$ cat src/rtl/mem_responder.sv
// ---------------------------------------------------------------------------
// mem_responder
//
// Memory-side responder for the toy processor. It watches the rd/wr strobes
// issued by the CPU control FSM, detects their rising edges, latches the
// address (and write data), waits WAIT_STATES extra cycles, performs the access
// on an internal word array, and reports completion with one-cycle pulses.
//
// Parameters
//   ADDR_W       address width, array depth is 2**ADDR_W words
//   DATA_W       data word width
//   WAIT_STATES  extra cycles between strobe detection and completion (0..15)
//
// Ports
//   clk     in   system clock, all state updates on posedge
//   rst     in   synchronous reset, active-high
//   rd      in   read strobe (level)
//   wr      in   write strobe (level)
//   addr    in   word address, sampled on strobe detection
//   wdata   in   write data, sampled on wr detection
//   rdata   out  last completed read value
//   rvalid  out  one-cycle pulse: read complete, rdata updated this cycle
//   wack    out  one-cycle pulse: write committed
//   busy    out  access (or memory clear) in progress
//   err     out  sticky protocol-error flag, cleared only by rst
//
// Optional feature (macro MEM_CLEAR_ON_RESET_EN): after rst deasserts the
// array is zeroed one word per cycle in a CLEAR state (busy held high, strobe
// rises flagged as errors). Without the macro the array persists across rst.
// ---------------------------------------------------------------------------
module mem_responder #(
  parameter int ADDR_W      = 5,
  parameter int DATA_W      = 8,
  parameter int WAIT_STATES = 1
) (
  input  logic              clk,
  input  logic              rst,
  input  logic              rd,
  input  logic              wr,
  input  logic [ADDR_W-1:0] addr,
  input  logic [DATA_W-1:0] wdata,
  output logic [DATA_W-1:0] rdata,
  output logic              rvalid,
  output logic              wack,
  output logic              busy,
  output logic              err
);

  localparam int          DEPTH   = 1 << ADDR_W;
  localparam logic [3:0]  WS_INIT = 4'(WAIT_STATES);

`ifdef MEM_CLEAR_ON_RESET_EN
  typedef enum logic [1:0] {S_IDLE, S_WAIT, S_DONE, S_CLEAR} state_t;
`else
  typedef enum logic [1:0] {S_IDLE, S_WAIT, S_DONE} state_t;
`endif

  state_t              state_q;
  logic                rd_q, wr_q;
  logic                op_wr_q;     // 1 = write access, 0 = read access
  logic [ADDR_W-1:0]   addr_q;
  logic [DATA_W-1:0]   wdata_q;
  logic [3:0]          cnt_q;
  logic [DATA_W-1:0]   rdata_q;
  logic                rvalid_q, wack_q, busy_q, err_q;

  logic [DATA_W-1:0]   mem_q [DEPTH];

  logic                rd_rise, wr_rise;
  logic                start_d;
  logic                strobe_err_d;
  logic [ADDR_W-1:0]   raddr_d;
  logic                mem_we_d;
  logic [ADDR_W-1:0]   mem_waddr_d;
  logic [DATA_W-1:0]   mem_wdata_d;
  logic                clear_active;
  logic                clear_pending;

`ifdef MEM_CLEAR_ON_RESET_EN
  logic                clr_pend_q;  // set by rst, launches CLEAR on the first cycle out of reset
  logic [ADDR_W-1:0]   clr_addr_q;

  assign clear_active  = (state_q == S_CLEAR);
  assign clear_pending = clr_pend_q;
`else
  assign clear_active  = 1'b0;
  assign clear_pending = 1'b0;
`endif

  assign rd_rise = rd & ~rd_q;
  assign wr_rise = wr & ~wr_q;

  // Exactly one strobe rising while idle starts an access.
  assign start_d = (state_q == S_IDLE) & ~clear_pending & (rd_rise ^ wr_rise);

  // Simultaneous rises, or any rise while occupied, are protocol errors.
  assign strobe_err_d = (rd_rise & wr_rise) |
                        ((rd_rise | wr_rise) & ((state_q != S_IDLE) | clear_pending));

  // Single read port: with zero wait states the read happens on the same edge
  // that detects the strobe, so the live address is used instead of the latch.
  assign raddr_d = (state_q == S_IDLE) ? addr : addr_q;

  // Single write port shared by normal writes and the clear sweep. A write is
  // suppressed whenever rst is high, which aborts an access caught in DONE.
  assign mem_we_d    = ~rst & (((state_q == S_DONE) & op_wr_q) | clear_active);
  assign mem_waddr_d = clear_active ? clr_addr_q_or_zero() : addr_q;
  assign mem_wdata_d = clear_active ? '0 : wdata_q;

  function automatic logic [ADDR_W-1:0] clr_addr_q_or_zero();
`ifdef MEM_CLEAR_ON_RESET_EN
    return clr_addr_q;
`else
    return '0;
`endif
  endfunction

  always_ff @(posedge clk) begin
    if (mem_we_d) begin
      mem_q[mem_waddr_d] <= mem_wdata_d;
    end
  end

  always_ff @(posedge clk) begin
    if (rst) begin
      state_q  <= S_IDLE;
      rd_q     <= 1'b0;
      wr_q     <= 1'b0;
      op_wr_q  <= 1'b0;
      addr_q   <= '0;
      wdata_q  <= '0;
      cnt_q    <= '0;
      rdata_q  <= '0;
      rvalid_q <= 1'b0;
      wack_q   <= 1'b0;
      busy_q   <= 1'b0;
      err_q    <= 1'b0;
`ifdef MEM_CLEAR_ON_RESET_EN
      clr_pend_q <= 1'b1;
      clr_addr_q <= '0;
`endif
    end else begin
      rd_q     <= rd;
      wr_q     <= wr;
      rvalid_q <= 1'b0;
      wack_q   <= 1'b0;
      if (strobe_err_d) begin
        err_q <= 1'b1;
      end

      case (state_q)
        S_IDLE: begin
`ifdef MEM_CLEAR_ON_RESET_EN
          if (clr_pend_q) begin
            clr_pend_q <= 1'b0;
            state_q    <= S_CLEAR;
            busy_q     <= 1'b1;
          end else
`endif
          if (start_d) begin
            addr_q  <= addr;
            op_wr_q <= wr_rise;
            if (wr_rise) begin
              wdata_q <= wdata;
            end
            cnt_q  <= WS_INIT;
            busy_q <= 1'b1;
            if (WAIT_STATES == 0) begin
              // Completion pulse lands in the very next cycle.
              state_q <= S_DONE;
              if (rd_rise) begin
                rdata_q  <= mem_q[raddr_d];
                rvalid_q <= 1'b1;
              end else begin
                wack_q <= 1'b1;
              end
            end else begin
              state_q <= S_WAIT;
            end
          end
        end

        S_WAIT: begin
          cnt_q <= cnt_q - 4'd1;
          if (cnt_q == 4'd1) begin
            // Outputs are registered, so the pulse is launched on the edge
            // entering DONE and is visible for the whole DONE cycle.
            state_q <= S_DONE;
            if (op_wr_q) begin
              wack_q <= 1'b1;
            end else begin
              rdata_q  <= mem_q[raddr_d];
              rvalid_q <= 1'b1;
            end
          end
        end

        S_DONE: begin
          state_q <= S_IDLE;
          busy_q  <= 1'b0;
        end

`ifdef MEM_CLEAR_ON_RESET_EN
        S_CLEAR: begin
          clr_addr_q <= clr_addr_q + 1'b1;
          if (clr_addr_q == {ADDR_W{1'b1}}) begin
            state_q <= S_IDLE;
            busy_q  <= 1'b0;
          end
        end
`endif

        default: begin
          state_q <= S_IDLE;
          busy_q  <= 1'b0;
        end
      endcase
    end
  end

  assign rdata  = rdata_q;
  assign rvalid = rvalid_q;
  assign wack   = wack_q;
  assign busy   = busy_q;
  assign err    = err_q;

endmodule

$ cat config.mk
export PLATFORM = sky130hd
export DESIGN_NAME = mem_responder
export DESIGN_NICKNAME = d
export VERILOG_FILES = /design/src/rtl/mem_responder.sv
export SDC_FILE = /design/constraint.sdc
export NUM_CORES = 1
export LEC_CHECK = 0
export ABC_AREA = 1
export BUFFER_PORTS_ARGS = -buffer_cell sky130_fd_sc_hd__clkbuf_2
export CAP_MARGIN = 20
export CELL_PAD_IN_SITES_DETAIL_PLACEMENT = 0
export CELL_PAD_IN_SITES_GLOBAL_PLACEMENT = 1
export CORE_MARGIN = 2
export CORE_UTILIZATION = 44
export CTS_CLUSTER_DIAMETER = 30
export DETAILED_ROUTE_END_ITERATION = 8
export PLACE_DENSITY_LB_ADDON = 0.1
export SYNTH_ARGS = -nofsm -noshare
export SYNTH_HDL_FRONTEND = slang
export SYNTH_SLANG_ARGS = --single-unit
$ cat constraint.sdc
create_clock -name clk -period 1.9 [get_ports clk]
set_input_delay 0.285 -clock clk [delete_from_list [all_inputs] [get_ports clk]]
set_output_delay 0.285 -clock clk [all_outputs]
set_load 0.01 [all_outputs]
# ---- Yosys cells after proc, flatten, opt, wreduce, memory -nomap -nowiden
# Memory sizes are Yosys's and may differ from the RTL's. A register that Yosys moved wholly into a read port is not among the register bits.
# Cells that the tools add are included.
dict set report totals {
  register_bits 26
  latchBits 0
  ramBits 256
  rom_bits 0
  inputBits 17
  output_inout_bits 12
  word_cells 56
  n_memories 1
}
# name depth width rd rd_clocked_by_memory_dff write_ports line_no
set memory_table {}
lappend memory_table {mem_q 32 8 1 1 1 67} ;# logic [DATA_W-1:0] mem_q [DEPTH];
dict set report op_classes {
  addsub 1
  multipliers 0
  div 0
  n_lt_le_gt_ge 0
  n_eq_ne 5
  shift 0
  muxes 12
  n_bitwise 16
  n_reduce_logical 10
}
# op n
set op_table {}
lappend op_table {{$pmux W4 S2} 1}
lappend op_table {{$reduce_and A2 Y1} 4}
lappend op_table {{$and A1 B1 Y1} 7}
lappend op_table {{$not A1 Y1} 6}
lappend op_table {{$reduce_and A3 Y1} 2}
lappend op_table {{$mux W1} 5}
lappend op_table {{$mux W5} 1}
lappend op_table {{$eq A4 B1 Y1 const B} 1}
lappend op_table {{$mux W2} 2}
lappend op_table {{$mux W4} 1}
lappend op_table {{$ne A2 B2 Y1 const B} 2}
lappend op_table {{$pmux W2 S2} 1}
lappend op_table {{$reduce_bool A2 Y1} 2}
lappend op_table {{$sub A4 B1 Y4 const B} 1}
lappend op_table {{$reduce_or A3 Y1} 1}
lappend op_table {{$eq A2 B1 Y1 const B} 1}
lappend op_table {{$eq A2 B2 Y1 const B} 1}
lappend op_table {{$logic_not A2 Y1} 1}
lappend op_table {{$or A1 B1 Y1} 2}
lappend op_table {{$pmux W1 S2} 1}
lappend op_table {{$xor A1 B1 Y1} 1}

# ---- Logic depth before layout (Yosys ltp)
# Gate-level depths: netlist (run 1).
dict set report depth {
  ltp_word 6
  depth_mapped 13
  ltp_nobuf 11
}

# ---- Worst setup path before layout (run 1)
# OpenSTA, ideal clock, no wires.
dict set report synth_timing {
  kind {register -> register}
  startpoint {register state_q[1]}
  endpoint {memory mem_q[0][0] (enable)}
  arrival_ns 1.419
  path_slack_ns 0.111
  path_stages_with_launch 5
  synth_period_minus_slack_ns 1.789
  cell_sequence {dfxtp_1 -> inv_2 -> nor3_1 -> nand3_1 -> nor2_1}
}
dict set report synth_between {
  elab_chain_cells 5
}
# item line_no
set synth_lines {}
lappend synth_lines {{start, declared} 58} ;# state_t state_q;
lappend synth_lines {{start signal, assigned} 126} ;# state_q <= S_IDLE;
lappend synth_lines {{start signal, assigned} 170} ;# state_q <= S_DONE;
lappend synth_lines {{start signal, assigned} 178} ;# state_q <= S_WAIT;
lappend synth_lines {{$eq A2 B2 Y1} 106} ;# assign mem_we_d = ~rst & (((state_q == S_DONE) & op_wr_q) | clear_active);
lappend synth_lines {{$and A1 B1 Y1 (2 in series)} 106}
lappend synth_lines {{$mux W1} 119} ;# if (mem_we_d) begin
lappend synth_lines {{$mux W1 (not written as such)} 120} ;# mem_q[mem_waddr_d] <= mem_wdata_d;
lappend synth_lines {{end, declared} 67}
# Every way passes these cells.

# ---- Worst setup path after layout (run 1)
dict set report layout_timing {
  startpoint {register state_q[1]}
  endpoint {memory mem_q[12][0] (enable)}
}
# Same word-level chain as after synthesis.

==> metrics, run 1 <==
NetSw 6.341 mW; Max-slew headroom 68.97%; ant diodes 0; Critical-path top delay cell dfxtp_2; design area 17600 um2; P&R area growth vs syn 38.28%; post-route ant nets 0; crit-path most repeated cell buf_4; DRT met1 WL 16380 um; initial drt markers 645; Mapped Area 12720 um2; worst-path fanout max 8; clk slew on worst S/H paths 0.05 ns; metal2 WL 18540 um; placed inst area 14100 um2; crit-path cells buf_4, inv_4, buf_4, nor3_2, buf_4, nand3_2, buf_6, nor2_1, buf_6; cell count after synthesis 1284; asr flop ratio synth 0%; sequential power share 31.7%; Starting Density 44.45%; fillers 2369; Tmin final 1.929 ns; Die Height 174.1 um; TritonCTS clock tree done; # setup viols final 18; CP endpoint mem_q[12][0]; Comb power frac 21.7%; R2R Setup Slk -0.03 ns; Top Family by Delay on Critical Path buffers and inverters; worst skew pair latency 0.56 ns; largest net degree at the start of global routing 33; fin worst setup slack -0.02879 ns; initial antenna violation count 0; I/O pins 29; row count 62; CTS sink cnt 290; final RePlAce weighted congestion 0.8648; post-route total power 22.71 mW; RSZ-0062 raised after global routing true; total track usage 23.88%; Switching Share 27.92%; via/cell ratio 4.972; drt first pass iters 5; prevailing post-synth register cell edfxtp_1; VDD IR max 0.0009358 V; Hold WC Path Type in2reg; die area 30300 um2; Max-Cap Viols 0; syn_nets 1305; DR WL/cell 19.75 um; DPL Wire Length 23080 um; metal3 WL 1723 um; Tcrit/Tclk final 101.5%; Power Density 1291 nW/um2; Slew @ Worst Pin 0.4650 ns; clock tree buffer depth 3; Layout Nets 1507; Crit. End Element flip-flop; GR Overflow Total 0; Synth Area per Inst 9.910 um2; LEAKAGE 7.700 nW; port bufs 28; CTS Buf Count 60; first-pass GRT wire length 54410 um; Post-synth EDFFs 256; Worst R2R Start state_q[1]; H-tree levels 2; Critical Path Start Type flip-flop; max incr delay on CP 0.34 ns; final routed DRC violation total 0; crit path DAT 2.18 ns; fmax 0.5185 GHz; Setup Crit Path Kind reg2reg; Int Pwr 16.37 mW; status complete, but fails checks; Final Hold Viols 0; failing checks negative setup slack; Die W 174.1 um; Final Max Tran Viols 0; total core area 28630 um2; vias in the first global route 9077; WP depth 9; WP buf/inv 6; Synth Register Bits 290; Final Skew 0.01718 ns; CP Launch Point state_q[1]; Reg2Reg Capture Point mem_q[12][0]; vias 9547; final WL 37920 um; Root Buffer clkbuf_16; Seq/Total Area, Yosys 65.76%; share of cells above drive strength 1 25.65%; Worst Reg-to-Reg Cells 9; synth unique cells 26; Ys Warns 0; highest metal used met4; critical path required time 2.16 ns; clock share of power 46.6%
what timing repair did:
action	CTS	global route
hold endpoints to repair	10	0
gates cloned	2	9
hold buffers	10	0
buffers inserted	6	22
pin swaps	3	14
gates resized for setup	27	144
endpoints found under the setup margin	12	271
power by group through the flow:
stage / Sequential [mW] / Clock, mW / Combinational [mW]
2_1_floorplan: 7.37 / 0 / 1.98
3_3_place_gp: 7.31 / 0 / 3.60
3_5_place_dp: 7.31 / 0 / 3.60
4_1_cts: 7.20 / 10.7 / 3.92
5_1_grt: 7.20 / 11.0 / 5.26
6_report: 7.20 / 10.6 / 4.92
worst register-to-register path: stages (launching register included):
cell     delay, ns
dfxtp_2       0.34
buf_4         0.13
inv_4         0.05
buf_4         0.14
nor3_2        0.19
buf_4         0.17
nand3_2       0.11
buf_6         0.17
nor2_1        0.12
buf_6         0.19
how the worst min path moves through the flow:
stage               startpoint   endpoint  slack [ns]  cells after the start
floorplan                  rst  addr_q[1]        0.36                      1
global placement      cnt_q[1]   cnt_q[1]        0.45                      2
detailed placement    cnt_q[1]   cnt_q[1]        0.45                      2
CTS                    addr[3]  addr_q[3]       0.003                      3
global route           addr[3]  addr_q[3]       0.007                      3
finish                 addr[3]  addr_q[3]        0.02                      3
cells by family (layout without fill, tap and decap cells):
family | after synthesis | after routing | synth area share, %
AO/OA/AOI/OAI | 45 | 45 | 2.035
adder cells (fa/ha/maj) | 4 | 4 | 0.3933
buffers and inverters | 337 | 589 | 10.68
flip-flops | 290 | 290 | 65.76
AND/OR/NAND/NOR | 608 | 608 | 21.13
cell usage after synthesis, types with 2 or more instances:
master	instances	area [um2]
o21ai_0	20	100.1
inv_1	278	1044
nand3_1	301	1506
nor3_1	4	20.02
nor2_1	65	244.0
edfxtp_1	256	7687
buf_4	2	15.01
o21ai_2	3	26.28
nor2_2	2	12.51
dfxtp_1	34	680.7
buf_2	27	135.1
clkbuf_1	19	71.32
a211oi_1	4	30.03
inv_2	2	7.510
nand2_1	228	855.8
a21oi_1	15	75.07
ha_1	4	50.05
nand2_2	6	37.54
buf_6	7	78.83
registers in the layout, indices dropped and copies added (netlist names):
signal       flops
mem_wdata_d      8
rdata            8
op_wr_q          1
addr_q           5
busy             1
mem_q          256
err              1
cnt_q            4
wack             1
wr_q             1
state_q          2
rd_q             1
rvalid           1
layer usage:
metal | up-vias | track usage (%)
met4 | 0 | 8.824
met3 | 76 | 3.281
met5 | - | 0
li1 | 4619 | -
met1 | 4587 | 32.33
met2 | 265 | 39.43
stage by stage:
stage	hold WS, ns	std cells	setup TNS (ns)	worst slack, ns	util [%]
floorplan	0.3635	1284	0	0.1108	-
global placement	0.4501	1759	-0.8936	-0.2055	49.27
detailed placement	0.4541	1759	-1.036	-0.2286	49.27
CTS	0.003053	1889	-0.02731	-0.01518	57.77
global route	0.006624	1920	-9.599	-0.1205	61.47
finish	0.02306	1920	-0.3045	-0.02879	61.47
area by class of cell:
| class | count | area (um2) | share of cell area [%] |
|---|---|---|---|
| Clock inverter | 43 | 520.5 | 2.958 |
| Timing Repair Buffer | 196 | 2117 | 12.03 |
| Sequential cell | 290 | 8373 | 47.59 |
| Inverter | 281 | 1064 | 6.044 |
| Tap cell | 384 | 480.5 | 2.731 |
| Multi-Input combinational cell | 657 | 3485 | 19.80 |
| Clock buffer | 69 | 1556 | 8.846 |
layout by cell type, fill, tap and decap left out, drive strengths merged:
cell,instances
o21ai,25
dfxtp,34
nor2,67
or2,1
nand3,301
inv,283
dlygate4sd3,10
a21oi,15
buf,149
ha,4
nand2,234
bufbuf,1
nand4,1
edfxtp,256
a211oi,4
nor3,4
o22ai,1
bufinv,10
clkinvlp,10
clkinv,21
clkbuf,105
Power figures use the tool's default switching activity.
==> inputs of run 2 (changes only) <==
--- a/config.mk
+++ b/config.mk
@@ -5,7 +5,6 @@
 export SDC_FILE = /design/constraint.sdc
 export NUM_CORES = 1
 export LEC_CHECK = 0
-export ABC_AREA = 1
 export BUFFER_PORTS_ARGS = -buffer_cell sky130_fd_sc_hd__clkbuf_2
 export CAP_MARGIN = 20
 export CELL_PAD_IN_SITES_DETAIL_PLACEMENT = 0
==> run 2 against run 1 <==
The flow still finishes with violations (negative setup slack). Critical path type unchanged. Power decreased by 13%. Synthesized cell count decreased by 37%. Global-route usage decreased by 1.6 points. Non-clock buffer count increased by 1. Sequential power decreased by 2%. Worst setup slack got worse by 0.32 ns.
==> metrics, run 2 <==
status complete, but fails checks; failing checks negative setup slack; GR Layer Usage met1 29.80% (-2.5 points); most common cell in the netlist edfxtp_1; fin worst setup slack -0.3537 ns (-0.3249 ns); final WL 31980 um (-16%); clk slew on worst S/H paths 0.05 ns (about the same); busiest layer in global routing met2; met3 usage 3.620% (+0.34 points); final routed DRC violation total 0 (unchanged); Comb power frac 13.5% (-8.2 points); WP depth 9 (unchanged); Hold WC Path Type in2reg; CTS sink cnt 290 (unchanged); critical path required time 2.33 ns (+0.17 ns); RSZ-0062 raised after global routing true; sequential power share 36.0% (+4.3 points); Seq/Total Area, Yosys 70.41% (+4.7 points); Int Pwr 14.99 mW (-8.4%); crit path DAT 2.69 ns (+0.51 ns); Tcrit/Tclk final 118.6% (+17 points); # setup viols final 8 (-10); Fin Setup TNS -2.550 ns (-2.245 ns); crit-path most repeated cell buf_4; Ys Warns 0 (unchanged); largest net degree at the start of global routing 34 (+3.0%); Mapped Area 11880 um2 (-6.6%); H-tree levels 2 (unchanged); asr flop ratio synth 0% (unchanged); WP buf/inv 3 (-3); syn_nets 825 (-37%); clock tree buffer depth 3 (unchanged); Starting Density 44.47% (about the same); Final Skew 0.02493 ns (+0.007755 ns); cell taking the most area after synthesis edfxtp_1; placed inst area 13730 um2 (-2.7%); post-route total power 19.68 mW (-13%); CTS Buf Count 55 (-8.3%); clock share of power 50.6% (+4.0 points); initial drt markers 647 (+0.31%); flip-flop count of the largest register, all copies and words added 256 (unchanged); row count 60 (-3.2%); Final Hold Viols 0 (unchanged); commonest cells after routing, fill and taps aside edfxtp_1, buf_4, mux2i_1; initial antenna violation count 0 (unchanged); GR Overflow Total 0 (unchanged); drt first pass iters 5 (unchanged); total track usage 22.23% (-1.6 points); Final Max Tran Viols 0 (unchanged); max incr delay on CP 0.42 ns (+0.08 ns); Top Family by Delay on Critical Path simple AND/OR/NAND/NOR gates; Layout Nets 1026 (-32%); Die Height 168.3 um (-3.3%); post-route ant nets 0 (unchanged); VDD IR max 0.0008362 V (-11%); Area contributors post-synth edfxtp_1, mux2i_1, dfxtp_1; Die W 168.3 um (-3.3%); cell count after synthesis 804 (-37%); fmax 0.4437 GHz (-14%); I/O pins 29 (unchanged); fillers 1990 (-16%); Synth Area per Inst 14.78 um2 (+49%); design area 16630 um2 (-5.5%); P&R area growth vs syn 39.98%; Critical Path Start Type flip-flop; first-pass GRT wire length 46830 um (-14%); met2 Use GR 36.80% (-2.6 points); vias 7714 (-19%); Place WS -0.7047 ns (-0.4761 ns); share of the synthesized area in the top cell type 64.69% (+4.3 points); most common cell after layout, fill and taps aside edfxtp_1; LEAKAGE 6.289 nW (-18%); Root Buffer clkbuf_16; die area 28340 um2 (-6.5%); Worst Reg-to-Reg Cells 9 (unchanged); NetSw 4.687 mW (-26%); Crit. End Element flip-flop; DR WL/cell 22.99 um (+16%); Post-synth EDFFs 256 (unchanged); Critical-path top delay cell or3b_4; Slew @ Worst Pin 0.4897 ns (+0.02465 ns); Tmin final 2.254 ns (+0.3249 ns); Hold Path Depth 3 (unchanged); prevailing post-synth register cell edfxtp_1; total core area 26730 um2 (-6.6%); TritonCTS clock tree done; DPL Wire Length 19590 um (-15%); Post-synth top cells edfxtp_1, mux2i_1, nor2_1; final RePlAce weighted congestion 0.8432 (-2.5%); crit-path cells or3b_4, and2_4, buf_6, buf_4, a21oi_2, a221oi_4, nor4_4, buf_4, a211oi_2; vias in the first global route 7955 (-12%); via/cell ratio 5.546 (+12%); Switching Share 23.82% (-4.1 points); Setup Crit Path Kind reg2reg; port bufs 28 (unchanged); Synth Register Bits 290 (unchanged); Max-slew headroom 67.36% (-1.6 points); worst-path fanout max 9 (+1); synth unique cells 49 (+88%); share of cells above drive strength 1 41.81% (+16 points); ant diodes 0 (unchanged); Power Density 1183 nW/um2 (-8.3%); worst skew pair latency 0.56 ns (about the same); Max-Cap Viols 0 (unchanged); Largest Register mem_q
run 2: cell types whose count changed in the layout (fill, tap and decap cells not counted), moves of 18 or more:
| cell | before | now |
|---|---|---|
| a21oi_1 | 11 | 29 |
| o22ai_1 | 1 | 26 |
| nand2_1 | 223 | 41 |
| buf_6 | 38 | 11 |
| nand3_2 | 57 | 1 |
| mux2_2 | 0 | 32 |
| nand3_1 | 242 | 6 |
| inv_1 | 276 | 7 |
| buf_4 | 82 | 110 |
| mux2i_1 | 0 | 69 |
run 2: cell families (layout without fill, tap and decap cells):
| kind of cell | count (synthesis) | after routing | share of synthesized area, % |
|---|---|---|---|
| DFF | 290 | 290 | 70.41 |
| adders and majority gates | 4 | 4 | 0.4212 |
| muxes | 112 | 112 | 10.55 |
| buffers and inverters | 60 | 306 | 2.516 |
| AOI/OAI and AO/OA | 136 | 136 | 7.802 |
| and+or+nand+nor | 202 | 202 | 8.297 |
run 2: what timing repair did:
item / in CTS / in global routing
endpoints found under the setup margin: 123 / 128
pin swaps: 14 / 12
gates resized for setup: 74 / 34
hold buffers: 11 / 0
endpoints found under the hold margin: 11 / 0
setup buffers: 9 / 4
cloned: 1 / 6
run 2: cell type report:
| type | count | area [um2] | share of cell area, % |
|---|---|---|---|
| sequential | 290 | 8377 | 50.36 |
| inverter | 7 | 26.28 | 0.1580 |
| multi-input combinational | 454 | 3889 | 23.38 |
| timing repair buffer | 197 | 1983 | 11.92 |
| clock buffer | 63 | 1458 | 8.763 |
| clock inverter | 39 | 475.5 | 2.858 |
| tap | 341 | 426.7 | 2.565 |
run 2: final timing paths:
kind,startpoint,endpoint,slack (ns)
worst max register to register,state_q[1],rdata[5],-0.35
worst max-delay path,state_q[1],rdata[5],-0.35
worst min-delay path,addr[1],addr_q[1],0.07
worst min register to register,busy,busy,0.48
run 2: through the flow:
step	hold WS (ns)	util, %	instances
2_1_floorplan	0.4132	-	804
3_3_place_gp	0.4634	51.36	1259
3_5_place_dp	0.4718	51.36	1259
4_1_cts	0.05918	60.82	1382
5_1_grt	0.09258	62.24	1391
6_report	0.07237	62.24	1391
run 2: worst reg2reg max path, stage by stage (launching register included):
cell and delay (ns):
dfxtp_4 0.38, or3b_4 0.42, and2_4 0.26, buf_6 0.17
buf_4 0.15, a21oi_2 0.20, a221oi_4 0.11, nor4_4 0.26
buf_4 0.18, a211oi_2 0.03
run 2: power by group through the flow:
stage,Clock [mW],Combinational [mW],Sequential [mW]
after global placement,0,2.12,7.18
after global routing,10.4,2.80,7.08
after detailed placement,0,2.15,7.18
final,9.95,2.65,7.08
after floorplan,0,1.15,7.22
after CTS,10.1,2.43,7.07
run 2: per-layer routing:
layer | vias up | part of all wire, %
met1 | 3910 | 44
met3 | 57 | 4.6
met4 | 0 | 2.8
li1 | 3560 | -
met5 | - | 0
met2 | 187 | 49
